<file path="config.mk">
export PLATFORM = sky130hd
export DESIGN_NAME = mem_access_stage
export DESIGN_NICKNAME = d
export VERILOG_FILES = /design/src/rtl/mem_pkg.sv /design/src/rtl/load_extend.sv /design/src/rtl/mem_access_stage.sv
export SDC_FILE = /design/constraint.sdc
export NUM_CORES = 1
export LEC_CHECK = 0
export CORE_ASPECT_RATIO = 1.4
export CORE_MARGIN = 1
export CORE_UTILIZATION = 38
export DETAILED_ROUTE_END_ITERATION = 16
export GPL_ROUTABILITY_DRIVEN = 0
export PLACE_DENSITY = 0.91
export SLEW_MARGIN = 10
export SYNTH_ARGS = -nofsm -noshare
export SYNTH_HDL_FRONTEND = slang
export SYNTH_SLANG_ARGS = --single-unit
</file>
<file path="constraint.sdc">
create_clock -name clk -period 4.05 [get_ports clk]
set_input_delay 0.81 -clock clk [delete_from_list [all_inputs] [get_ports clk]]
set_output_delay 0.81 -clock clk [all_outputs]
set_load 0.02 [all_outputs]
</file>
<file path="src/rtl/mem_pkg.sv">
// mem_pkg: shared types and constants for the memory-access stage.
//   - funct3 encodings for load/store size and sign
//   - ResultSrc encoding that marks a load
//   - FSM state type and the store byte-lane payload with its helpers
package mem_pkg;

  localparam int unsigned XLEN = 32;

  localparam logic [2:0] F3_B  = 3'b000;
  localparam logic [2:0] F3_H  = 3'b001;
  localparam logic [2:0] F3_W  = 3'b010;
  localparam logic [2:0] F3_BU = 3'b100;
  localparam logic [2:0] F3_HU = 3'b101;

  localparam logic [1:0] RESULT_SRC_MEM = 2'b01;

  typedef enum logic [1:0] {
    IDLE   = 2'd0,
    WAIT_R = 2'd1,
    DONE   = 2'd2
  } mem_state_t;

  // Byte enables plus lane-replicated data for one store beat.
  typedef struct packed {
    logic [3:0]      be;
    logic [XLEN-1:0] wdata;
  } store_lanes_t;

  // size = funct3[1:0]: 00 byte, 01 half, otherwise full word.
  function automatic store_lanes_t store_lanes(input logic [1:0]      size,
                                               input logic [1:0]      off,
                                               input logic [XLEN-1:0] wd);
    store_lanes_t s;
    s.be    = 4'b1111;
    s.wdata = wd;
    case (size)
      2'b00: begin
        s.be    = 4'(4'b0001 << off);
        s.wdata = {4{wd[7:0]}};
      end
      2'b01: begin
        s.be    = off[1] ? 4'b1100 : 4'b0011;
        s.wdata = {2{wd[15:0]}};
      end
      default: ;
    endcase
    return s;
  endfunction

  // Halfwords need addr[0]==0, words need addr[1:0]==0.
  function automatic logic is_misaligned(input logic [1:0] size,
                                         input logic [1:0] off);
    logic m;
    m = 1'b0;
    case (size)
      2'b01:   m = off[0];
      2'b10:   m = |off;
      default: m = 1'b0;
    endcase
    return m;
  endfunction

endpackage

</file>
<file path="src/rtl/load_extend.sv">
// load_extend: selects the addressed byte/half of a read word and
// sign- or zero-extends it according to funct3. Purely combinational.
//   word   in  32  raw read word
//   off    in  2   byte offset (address bits [1:0])
//   funct3 in  3   load size/sign
//   data   out 32  extended load data (0 for undefined funct3)
module load_extend
  import mem_pkg::*;
(
  input  logic [XLEN-1:0] word,
  input  logic [1:0]      off,
  input  logic [2:0]      funct3,
  output logic [XLEN-1:0] data
);

  logic [7:0]  w_byte;
  logic [15:0] w_half;

  assign w_byte = word[{off, 3'b000} +: 8];
  assign w_half = off[1] ? word[31:16] : word[15:0];

  always_comb begin
    data = '0;
    case (funct3)
      F3_B:    data = {{24{w_byte[7]}}, w_byte};
      F3_BU:   data = {24'd0, w_byte};
      F3_H:    data = {{16{w_half[15]}}, w_half};
      F3_HU:   data = {16'd0, w_half};
      F3_W:    data = word;
      default: data = '0;
    endcase
  end

endmodule

</file>
<file path="src/rtl/mem_access_stage.sv">
// mem_access_stage: MEM stage of the pipelined RV32I core. Issues one
// valid/ready data-memory request per load/store, waits for read data,
// extends it, and holds StallMem high until the access completes.
// Optional build macro: MISALIGN_TRAP_EN (misaligned accesses raise
// MisalignM and issue no request).
//   clk, rst                      clock, async active-high reset
//   ALUResultM/WriteDataM/funct3M  address, store data, size/sign
//   MemWriteM/ResultSrcM           store / load (ResultSrcM==01) select
//   ReadDataM                      extended load data, valid in DONE
//   StallMem                       freezes upstream stages
//   MisalignM                      misaligned access flag
//   dmem_*                         data-memory request/response bus
module mem_access_stage
  import mem_pkg::*;
#(
  parameter int unsigned ADDR_WIDTH = 32
) (
  input  logic                  clk,
  input  logic                  rst,
  input  logic [XLEN-1:0]       ALUResultM,
  input  logic [XLEN-1:0]       WriteDataM,
  input  logic [2:0]            funct3M,
  input  logic                  MemWriteM,
  input  logic [1:0]            ResultSrcM,
  output logic [XLEN-1:0]       ReadDataM,
  output logic                  StallMem,
  output logic                  MisalignM,
  output logic                  dmem_valid,
  input  logic                  dmem_ready,
  output logic                  dmem_we,
  output logic [ADDR_WIDTH-1:0] dmem_addr,
  output logic [3:0]            dmem_be,
  output logic [XLEN-1:0]       dmem_wdata,
  input  logic                  dmem_rvalid,
  input  logic [XLEN-1:0]       dmem_rdata
);

  mem_state_t      r_state;
  mem_state_t      w_state_nxt;
  logic [XLEN-1:0] r_rdata_q;
  logic [XLEN-1:0] w_ext;
  logic            w_mem_op;
  store_lanes_t    w_lanes;
`ifdef MISALIGN_TRAP_EN
  logic            w_misalign;
  assign w_misalign = is_misaligned(funct3M[1:0], ALUResultM[1:0]);
`endif

  // A store wins when both store and load are flagged.
  assign w_mem_op = MemWriteM || (ResultSrcM == RESULT_SRC_MEM);

  // Request fields follow the frozen EX/MEM outputs directly.
  assign w_lanes    = store_lanes(funct3M[1:0], ALUResultM[1:0], WriteDataM);
  assign dmem_we    = MemWriteM;
  assign dmem_addr  = {ALUResultM[ADDR_WIDTH-1:2], 2'b00};
  assign dmem_be    = MemWriteM ? w_lanes.be : 4'b1111;
  assign dmem_wdata = w_lanes.wdata;

  load_extend u_load_extend (
    .word   (r_rdata_q),
    .off    (ALUResultM[1:0]),
    .funct3 (funct3M),
    .data   (w_ext)
  );

  // State and captured read word.
  always_ff @(posedge clk or posedge rst) begin
    if (rst) begin
      r_state   <= IDLE;
      r_rdata_q <= '0;
    end else begin
      r_state <= w_state_nxt;
      if (r_state == WAIT_R && dmem_rvalid) begin
        r_rdata_q <= dmem_rdata;
      end
    end
  end

  // Next state and outputs; everything forced quiet while rst is high.
  always_comb begin
    w_state_nxt = r_state;
    dmem_valid  = 1'b0;
    StallMem    = 1'b0;
    MisalignM   = 1'b0;
    ReadDataM   = '0;
    if (!rst) begin
      case (r_state)
        IDLE: begin
          if (w_mem_op) begin
`ifdef MISALIGN_TRAP_EN
            if (w_misalign) begin
              MisalignM = 1'b1;
            end else begin
              dmem_valid = 1'b1;
              StallMem   = 1'b1;
              if (dmem_ready) begin
                w_state_nxt = MemWriteM ? DONE : WAIT_R;
              end
            end
`else
            dmem_valid = 1'b1;
            StallMem   = 1'b1;
            if (dmem_ready) begin
              w_state_nxt = MemWriteM ? DONE : WAIT_R;
            end
`endif
          end
        end
        WAIT_R: begin
          StallMem = 1'b1;
          if (dmem_rvalid) begin
            w_state_nxt = DONE;
          end
        end
        DONE: begin
          ReadDataM   = w_ext;
          w_state_nxt = IDLE;
        end
        default: w_state_nxt = IDLE;
      endcase
    end
  end

endmodule

</file>
After elaboration in Yosys (flattened, before gate mapping)
Index checks and enable logic that the tools add are counted.
W data, S select, Z words.
{ "totals": {"reg_bits": 34, "out_inout_bits": 104} }
{ "classes": {"n_eq_ne": 11, "shifts": 2, "n_mux": 17, "n_bitwise": 1, "n_reduce_logical": 6} }
{ "ops": {"columns": ["operator", "n"], "rows": [
  ["$pmux W32 S5", 1],
  ["$pmux W36 S2", 1],
  ["$mux W32", 2],
  ["$shiftx A32 B6 Y8", 1],
  ["$mux W16", 1],
  ["$mux W2", 4],
  ["$mux W4", 2],
  ["$eq A2 B1 Y1 const B", 3],
  ["$eq A3 B3 Y1 const B", 2],
  ["$ne A2 B2 Y1 const B", 3],
  ["$logic_not A2 Y1", 2],
  ["$mux W1", 4],
  ["$pmux W2 S2", 1],
  ["$reduce_and A4 Y1", 1],
  ["$shl A1 B2 Y4 const A", 1],
  ["$eq A3 B1 Y1 const B", 1],
  ["$eq A3 B2 Y1 const B", 1],
  ["$logic_not A3 Y1", 1],
  ["$eq A2 B2 Y1 const B", 1],
  ["$pmux W1 S2", 1],
  ["$logic_and A1 B1 Y1", 1],
  ["$logic_or A1 B1 Y1", 1],
  ["$not A1 Y1", 1]
]} }

Depth between registers and ports, before layout
Gate-level depths: netlist (run 1).
{ "depth": {"word_depth": 5, "mapped_depth": 7} }

Modules after synthesis
From an unflattened synthesis (run 1), not the netlist that was laid out.
{ "hier_totals": {"hier_cells": 329, "hier_area_um2": 3213.1} }
{ "modules_own_cells": {"columns": ["module", "instances", "cells_each", "area_each_um2", "seq_area_each_um2"], "rows": [
  ["mem_access_stage", 1, 220, 2401.1, 850.8],
  ["load_extend", 1, 109, 812.0, 0.0]
]} }

Least setup slack after synthesis (run 1)
OpenSTA, ideal clock, no wires.
{ "synth_path": {"kind": "input-to-output", "start": "input funct3M[0]", "end": "output ReadDataM[30]", "arrival_ns": 1.973, "required_time_ns": 3.240, "setup_slack_ns": 1.267, "cell_stages": 6, "cell_sequence": "buf_6 > buf_6 > a21oi_1 > nand3_2 > buf_2 > a21oi_1"} }
{ "synth_via": {"elab_chain_len": 4, "word_cells_on_any_way": 8, "classes_between": "eq/ne: 4; mux: 3; reduce/logical: 1"} }
{ "synth_rtl": {"columns": ["element", "line", "source"], "rows": [
  ["start, declared", "mem_access_stage.sv:22", "input logic [2:0] funct3M,"],
  ["$eq A3 B2 Y1 (tied with other cells)", "load_extend.sv:24", "case (funct3)"],
  ["$pmux W32 S5 (*)", "load_extend.sv:24", null],
  ["$mux W32 (*)", "mem_access_stage.sv:87", "case (r_state)"],
  ["$mux W32 (*)", "mem_access_stage.sv:86", "if (!rst) begin"],
  ["end, declared", "mem_access_stage.sv:25", "output logic [XLEN-1:0] ReadDataM,"]
]} }
Mark *: on every way between the ends. The rest lies on a longest branch, timed or not.

Worst setup path after layout (run 1)
{ "layout_path": {"start": "input ALUResultM[1]", "end": "output ReadDataM[0]"} }
{ "layout_via": {"elab_chain_len": 4, "word_cells_on_any_way": 5, "classes_between": "shift: 1; mux: 4"} }
{ "layout_rtl": {"columns": ["element", "line", "source"], "rows": [
  ["start, declared", "mem_access_stage.sv:20", "input logic [XLEN-1:0] ALUResultM,"],
  ["$shiftx A32 B6 Y8 or $mux W16 (tied branches)", "load_extend.sv:19, load_extend.sv:20", null],
  ["$pmux W32 S5 (*)", "load_extend.sv:24", null],
  ["$mux W32 (*)", "mem_access_stage.sv:87", null],
  ["$mux W32 (*)", "mem_access_stage.sv:86", null]
]} }
Marks and branches as above.

==> results of run 1 <==
[final cells by class]
cell class	instances	area, sq um	share of cell area
clock buffer	7	76.3	0.0179
inverter	3	11.3	0.00264
multi-input combinational	206	1600	0.376
sequential	34	851	0.200
tap	97	121	0.0285
timing repair buffer	161	1600	0.376
[sequential cells by signal (all words and copies together), names as in the netlist]
register   flops
r_rdata_q     32
r_state        2
[power groups by stage]
stage | Combinational [mW] | Sequential [mW] | Clock, mW
finish | 0.709 | 0.660 | 0.232
global route | 0.762 | 0.677 | 0.251
CTS | 0.711 | 0.653 | 0.236
detailed placement | 0.706 | 0.661 | 0
global placement | 0.686 | 0.642 | 0
floorplan | 0.527 | 0.595 | 0
[metal layers]
layer  GRT usage  vias up  part of all wire
met4       0.114        0             0.037
met2       0.417      143              0.48
met3       0.138       44              0.14
met1       0.259     1259              0.34
met5           0        -                 0
li1            -     1229                 -
[cell usage after synthesis (all sizes together), types with 3 or more instances]
cell | instances | area share
inv | 3 | 0.0039
nor2 | 4 | 0.011
mux2i | 9 | 0.031
nand2 | 35 | 0.045
a21oi | 38 | 0.094
dfrtp | 34 | 0.29
nor2b | 11 | 0.024
buf | 60 | 0.15
a22oi | 8 | 0.021
o221ai | 7 | 0.021
o21ai | 13 | 0.023
nor3 | 3 | 0.0052
mux2 | 56 | 0.22
nand2b | 7 | 0.015
[worst max-delay path, stage by stage]
cell and delay (ps):
clkdlybuf4s50_1 580, buf_4 230, inv_1 80, a21oi_2 350, o221ai_1 190, a21oi_1 180, clkdlybuf4s50_1 620
[worst min-delay path by stage]
| stage | startpoint | endpoint | slack [ps] |
|---|---|---|---|
| finish | r_rdata_q[3]$_DFFE_PP0P_ | r_rdata_q[3]$_DFFE_PP0P_ | 540 |
| global route | r_rdata_q[5]$_DFFE_PP0P_ | r_rdata_q[5]$_DFFE_PP0P_ | 550 |
| CTS | r_rdata_q[0]$_DFFE_PP0P_ | r_rdata_q[0]$_DFFE_PP0P_ | 530 |
| detailed placement | r_rdata_q[0]$_DFFE_PP0P_ | r_rdata_q[0]$_DFFE_PP0P_ | 520 |
| global placement | r_rdata_q[3]$_DFFE_PP0P_ | r_rdata_q[3]$_DFFE_PP0P_ | 510 |
| floorplan | r_rdata_q[0]$_DFFE_PP0P_ | r_rdata_q[0]$_DFFE_PP0P_ | 490 |
[kinds of logic (layout without fill, tap and decap cells)]
logic type | Yosys count | after routing
DFF | 34 | 34
AOI/OAI and AO/OA | 67 | 67
and+or+nand+nor | 70 | 70
other | 1 | 3
buffers and inverters | 64 | 171
muxes | 66 | 66
[through the flow]
step	area [sq um]	utilization	setup WS (ps)	power [mW]
floorplan	2900	-	1270	1.12
global placement	4180	0.568	234	1.33
detailed placement	4180	0.568	219	1.37
CTS	4260	0.578	207	1.60
global route	4260	0.578	83.3	1.69
finish	4260	0.578	196	1.60
==> flow_metrics.tcl, run 1 <==
set metrics [dict create \
    r2r_setup_slack_ps 2470 \
    clkPwrFrac 0.145 \
    finalSetupViolations 0 \
    die_area_sq_um 7960 \
    drive_above_1_share 0.243 \
    worstMarginPinSlew_ps 571 \
    drt_first_pass_iters 5 \
    worst-path-max-fanout 11 \
    fin_crit_ps 3850 \
    drt_iter0_drc 62 \
    yosys_register_bits 34 \
    chipWidth_um 75.7 \
    ctsHtreeMaxLevel 2 \
    reg2reg_depth 3 \
    area_delta_synth_final_pct 47.3 \
    viasPerCell 5.27 \
    total_leakage_power_nw 1.61 \
    muxShareOfSynthArea 0.257 \
    crit_end "ReadDataM[0]" \
    fill_cells 624 \
    detail-route-antenna-nets 0 \
    report.final.slew_viol_count 0 \
    clk_pin_slew_worst_paths_ps 60 \
    p_int_mw 1.03 \
    synth_top_family_by_area "multiplexers" \
    timing.hold.ws_ps 538 \
    finalCritPeriodShare 0.952 \
    final-hold-violation-count 0 \
    path_class "in -> out" \
    io_pins 210 \
    hold_path_depth 1 \
    routed_wl_um 10100 \
    stdcell_count 508 \
    nets 517 \
    cts_resized 0 \
    worstReg2RegEnd "r_rdata_q[17]$_DFFE_PP0P_" \
    place_hpwl_um 8030 \
    cts_buffers 5 \
    syn_area_per_cell_sq_um 9.57 \
    startpoint "ALUResultM[1]" \
    r2r-start "r_state[1]$_DFFE_PP0P_" \
    fin_tns_setup_ps 0 \
    p_sw_mw 0.571 \
    ys_seq_area_frac 0.294 \
    pwr_density_cell_nw_per_um2 376 \
    async_reset_ff_frac 1.00 \
    cts_sinks 34 \
    crit_path_end_kind "output pin" \
    fmax_mhz 259 \
    synth_compound_area_frac 0.161 \
    synth.distinct_cells 34 \
    finClkSkew_ps 3.00 \
    core_area_sq_um 7360 \
    drc 0 \
    rows 37 \
    synth_warnings 0 \
    post_drt_wl_per_cell_um 19.9 \
    hold_class "reg -> reg" \
    combPwrFrac 0.443 \
    layout_commonest_cell "clkdlybuf4s50_1" \
    crit_path_start_kind "input port" \
    synth_edf_count 0 \
    syn_inst 302 \
    status "finished, final reports clean" \
    synth_fa_ha_area_frac 0 \
    fp.dieH_um 105 \
    maxCapViolations 0 \
    worst_ep_arrival_time_ps 3040 \
    antenna-diode-count 0 \
    maxSlewHeadroom 0.619 \
    synth_area_sq_um 2890 \
    postCtsHoldBufs 0 \
    grt_max_degree 35 \
    ctsRootBufferMaster "clkbuf_8" \
    swShare 0.357 \
    clkLatencyLatePin_ps 280 \
    post_cts_buffers 0 \
    rsz0062_at_grt "no" \
    grt_overflow_total 0 \
    clockBufferDepth 2 \
    required_ps 3240 \
    layout_common_cells "clkdlybuf4s50_1, mux2_2, nand2_1" \
    port_buffers 146 \
    seq_power_share 0.412 \
    grt_pass1_wl_um 14800 \
    placed_cells 501 \
    track_usage 0.255 \
    vias 2675 \
    synth_flop_cell "dfrtp_1" \
    antenna_found_initial 0 \
    ir_drop_v 0.000279 \
    synth_xor_area_frac 0 \
    initial_utilization 0.393 \
    grt_pass1_vias 2764 \
    synthSimpleGateAreaFrac 0.129 \
    cts_tree "done" \
]
Note: power is estimated with default switching activity, not from simulation.
==> run 2, diff against run 1 <==
--- a/config.mk
+++ b/config.mk
@@ -7,11 +7,12 @@
 export LEC_CHECK = 0
 export CORE_ASPECT_RATIO = 1.4
 export CORE_MARGIN = 1
-export CORE_UTILIZATION = 38
+export CORE_UTILIZATION = 40
 export DETAILED_ROUTE_END_ITERATION = 16
 export GPL_ROUTABILITY_DRIVEN = 0
 export PLACE_DENSITY = 0.91
 export SLEW_MARGIN = 10
 export SYNTH_ARGS = -nofsm -noshare
 export SYNTH_HDL_FRONTEND = slang
+export SYNTH_HIERARCHICAL = 1
 export SYNTH_SLANG_ARGS = --single-unit
==> flow_metrics.tcl, run 2 <==
set metrics [dict create \
    status "finished, final reports clean" \
    die_area_sq_um 8400 \
    layout_common_cells "clkdlybuf4s50_1, dfrtp_1, and3_1" \
    track_usage 0.233 \
    pre_cts_ws_ps 167 \
    ctsRootBufferMaster "clkbuf_8" \
    synth_edf_count 0 \
    path_class "in -> out" \
    area_delta_synth_final_pct 41.9 \
    fin_area_sq_um 4560 \
    grt_use_met1 0.287 \
    grtUsageMet2 0.383 \
    syn_inst 329 \
    synth_area_leaders "dfrtp_1, mux2_4, buf_4" \
    nets 534 \
    hold_class "reg -> reg" \
    finalCritPeriodShare 0.963 \
    rsz0062_at_grt "no" \
    worstMarginPinSlew_ps 938 \
    synth_warnings 6 \
    crit_path_end_kind "output pin" \
    drc 0 \
    clk_pin_slew_worst_paths_ps 70 \
    yosys_register_bits 34 \
    busiest_layer "met2" \
    synth_most_common_cell "buf_4" \
    netlist_top_cells_count "buf_4, dfrtp_1, and3_1" \
    post_drt_wl_per_cell_um 18.4 \
    io_pins 210 \
    ir_drop_v 0.000292 \
    rows 38 \
    synth.distinct_cells 39 \
    largestRegisters "r_rdata_q: 32 flops, r_state: 2 flops" \
    chipWidth_um 77.7 \
    worst_ep_arrival_time_ps 3090 \
    finClkSkew_ps 4.95 \
    pwr_density_cell_nw_per_um2 397 \
    grt_max_degree 40 \
    fin_ws_ps 149 \
    layout_commonest_cell "clkdlybuf4s50_1" \
    antenna_found_initial 0 \
    fp.dieH_um 108 \
    fin_crit_ps 3900 \
    fill_cells 664 \
    port_buffers 146 \
    ctsHtreeMaxLevel 2 \
    largest_reg_flops 32 \
    ys_seq_area_frac 0.265 \
    place_hpwl_um 7530 \
    core_area_sq_um 7750 \
    grt_pass1_vias 2902 \
    reg2reg_depth 2 \
    drt_iter0_drc 324 \
    finalSetupViolations 0 \
    cts_resized 0 \
    drive_above_1_share 0.193 \
    maxCapViolations 0 \
    clkLatencyLatePin_ps 290 \
    final-hold-violation-count 0 \
    maxSlewHeadroom 0.374 \
    synth_top_area_frac 0.265 \
    required_ps 3240 \
    synth_area_sq_um 3210 \
    syn_area_per_cell_sq_um 9.77 \
    routed_wl_um 9750 \
    viasPerCell 5.54 \
    grt_pass1_wl_um 15300 \
    cts_buffers 5 \
    detail-route-antenna-nets 0 \
    fmax_mhz 256 \
    synth_flop_cell "dfrtp_1" \
    hold_path_depth 1 \
    p_total_mw 1.81 \
    post_cts_buffers 0 \
    yosysTopAreaCell "dfrtp_1" \
    worst-path-max-fanout 25 \
    timing.hold.ws_ps 553 \
    multi_input_area_sq_um 1880 \
    initial_utilization 0.415 \
    clockBufferDepth 2 \
    seq_area_sq_um 851 \
    grt_overflow_total 0 \
    antenna-diode-count 0 \
    place_area_sq_um 4450 \
    async_reset_ff_frac 1.00 \
    cts_tree "done" \
    largest-register "r_rdata_q" \
    total_leakage_power_nw 2.04 \
    postCtsHoldBufs 0 \
    met3_usage 0.0422 \
    drt_first_pass_iters 4 \
    vias 2932 \
    crit_path_start_kind "input port" \
    cts_sinks 34 \
    report.final.slew_viol_count 0 \
    fin_tns_setup_ps 0 \
]
[run 2: cells by family (layout without fill, tap and decap cells)]
logic type | count (synthesis) | count (layout) | synth area share
XOR/XNOR | 1 | 1 | 0.00273
flip-flops | 34 | 34 | 0.265
AND/OR/NAND/NOR | 94 | 94 | 0.167
AO/OA/AOI/OAI | 56 | 56 | 0.130
other | 1 | 3 | 0.00117
buffers and inverters | 73 | 171 | 0.152
multiplexers | 70 | 70 | 0.282
[run 2: routing by layer]
| layer | vias to the layer above | part of all wire |
|---|---|---|
| li1 | 1365 | - |
| met1 | 1366 | 0.40 |
| met2 | 154 | 0.48 |
| met3 | 47 | 0.074 |
| met4 | 0 | 0.048 |
| met5 | - | 0 |
[run 2: final timing paths]
path | startpoint | endpoint | slack (ps)
max | ALUResultM[0] | ReadDataM[7] | 150
min | r_rdata_q[26]$_DFFE_PP0P_ | r_rdata_q[26]$_DFFE_PP0P_ | 550
max reg2reg | r_state[1]$_DFFE_PP0P_ | r_rdata_q[23]$_DFFE_PP0P_ | 1840
min reg2reg | r_rdata_q[26]$_DFFE_PP0P_ | r_rdata_q[26]$_DFFE_PP0P_ | 550
max in group asynchronous | rst | r_rdata_q[23]$_DFFE_PP0P_ | 2650
min in group asynchronous | rst | r_state[0]$_DFFE_PP0P_ | 1080
[run 2: stage by stage]
step / cells / utilization
floorplan: 331 / -
finish: 529 / 0.588
CTS: 529 / 0.588
global route: 529 / 0.588
detailed placement: 521 / 0.574
global placement: 521 / 0.574
[run 2: worst max-delay path: stages]
cell and delay, ps:
clkdlybuf4s50_1 610, mux2_2 400, a22oi_4 210, buf_12 190, o221ai_1 130, and3_1 210, clkdlybuf4s50_1 540
[run 2: final cells by class]
class,count,area share
inverters,4,0.00329
flip-flops and latches,34,0.187
multi-input cells,224,0.413
clock buffers,7,0.0167
repair buffers,159,0.346
clock inverters,1,0.00659
well taps,100,0.0274
[run 2: power by group]
| group | switching [mW] | internal, mW |
|---|---|---|
| clock | 0.119 | 0.184 |
| sequential | 0.196 | 0.499 |
| combinational | 0.304 | 0.506 |
| total | 0.620 | 1.19 |
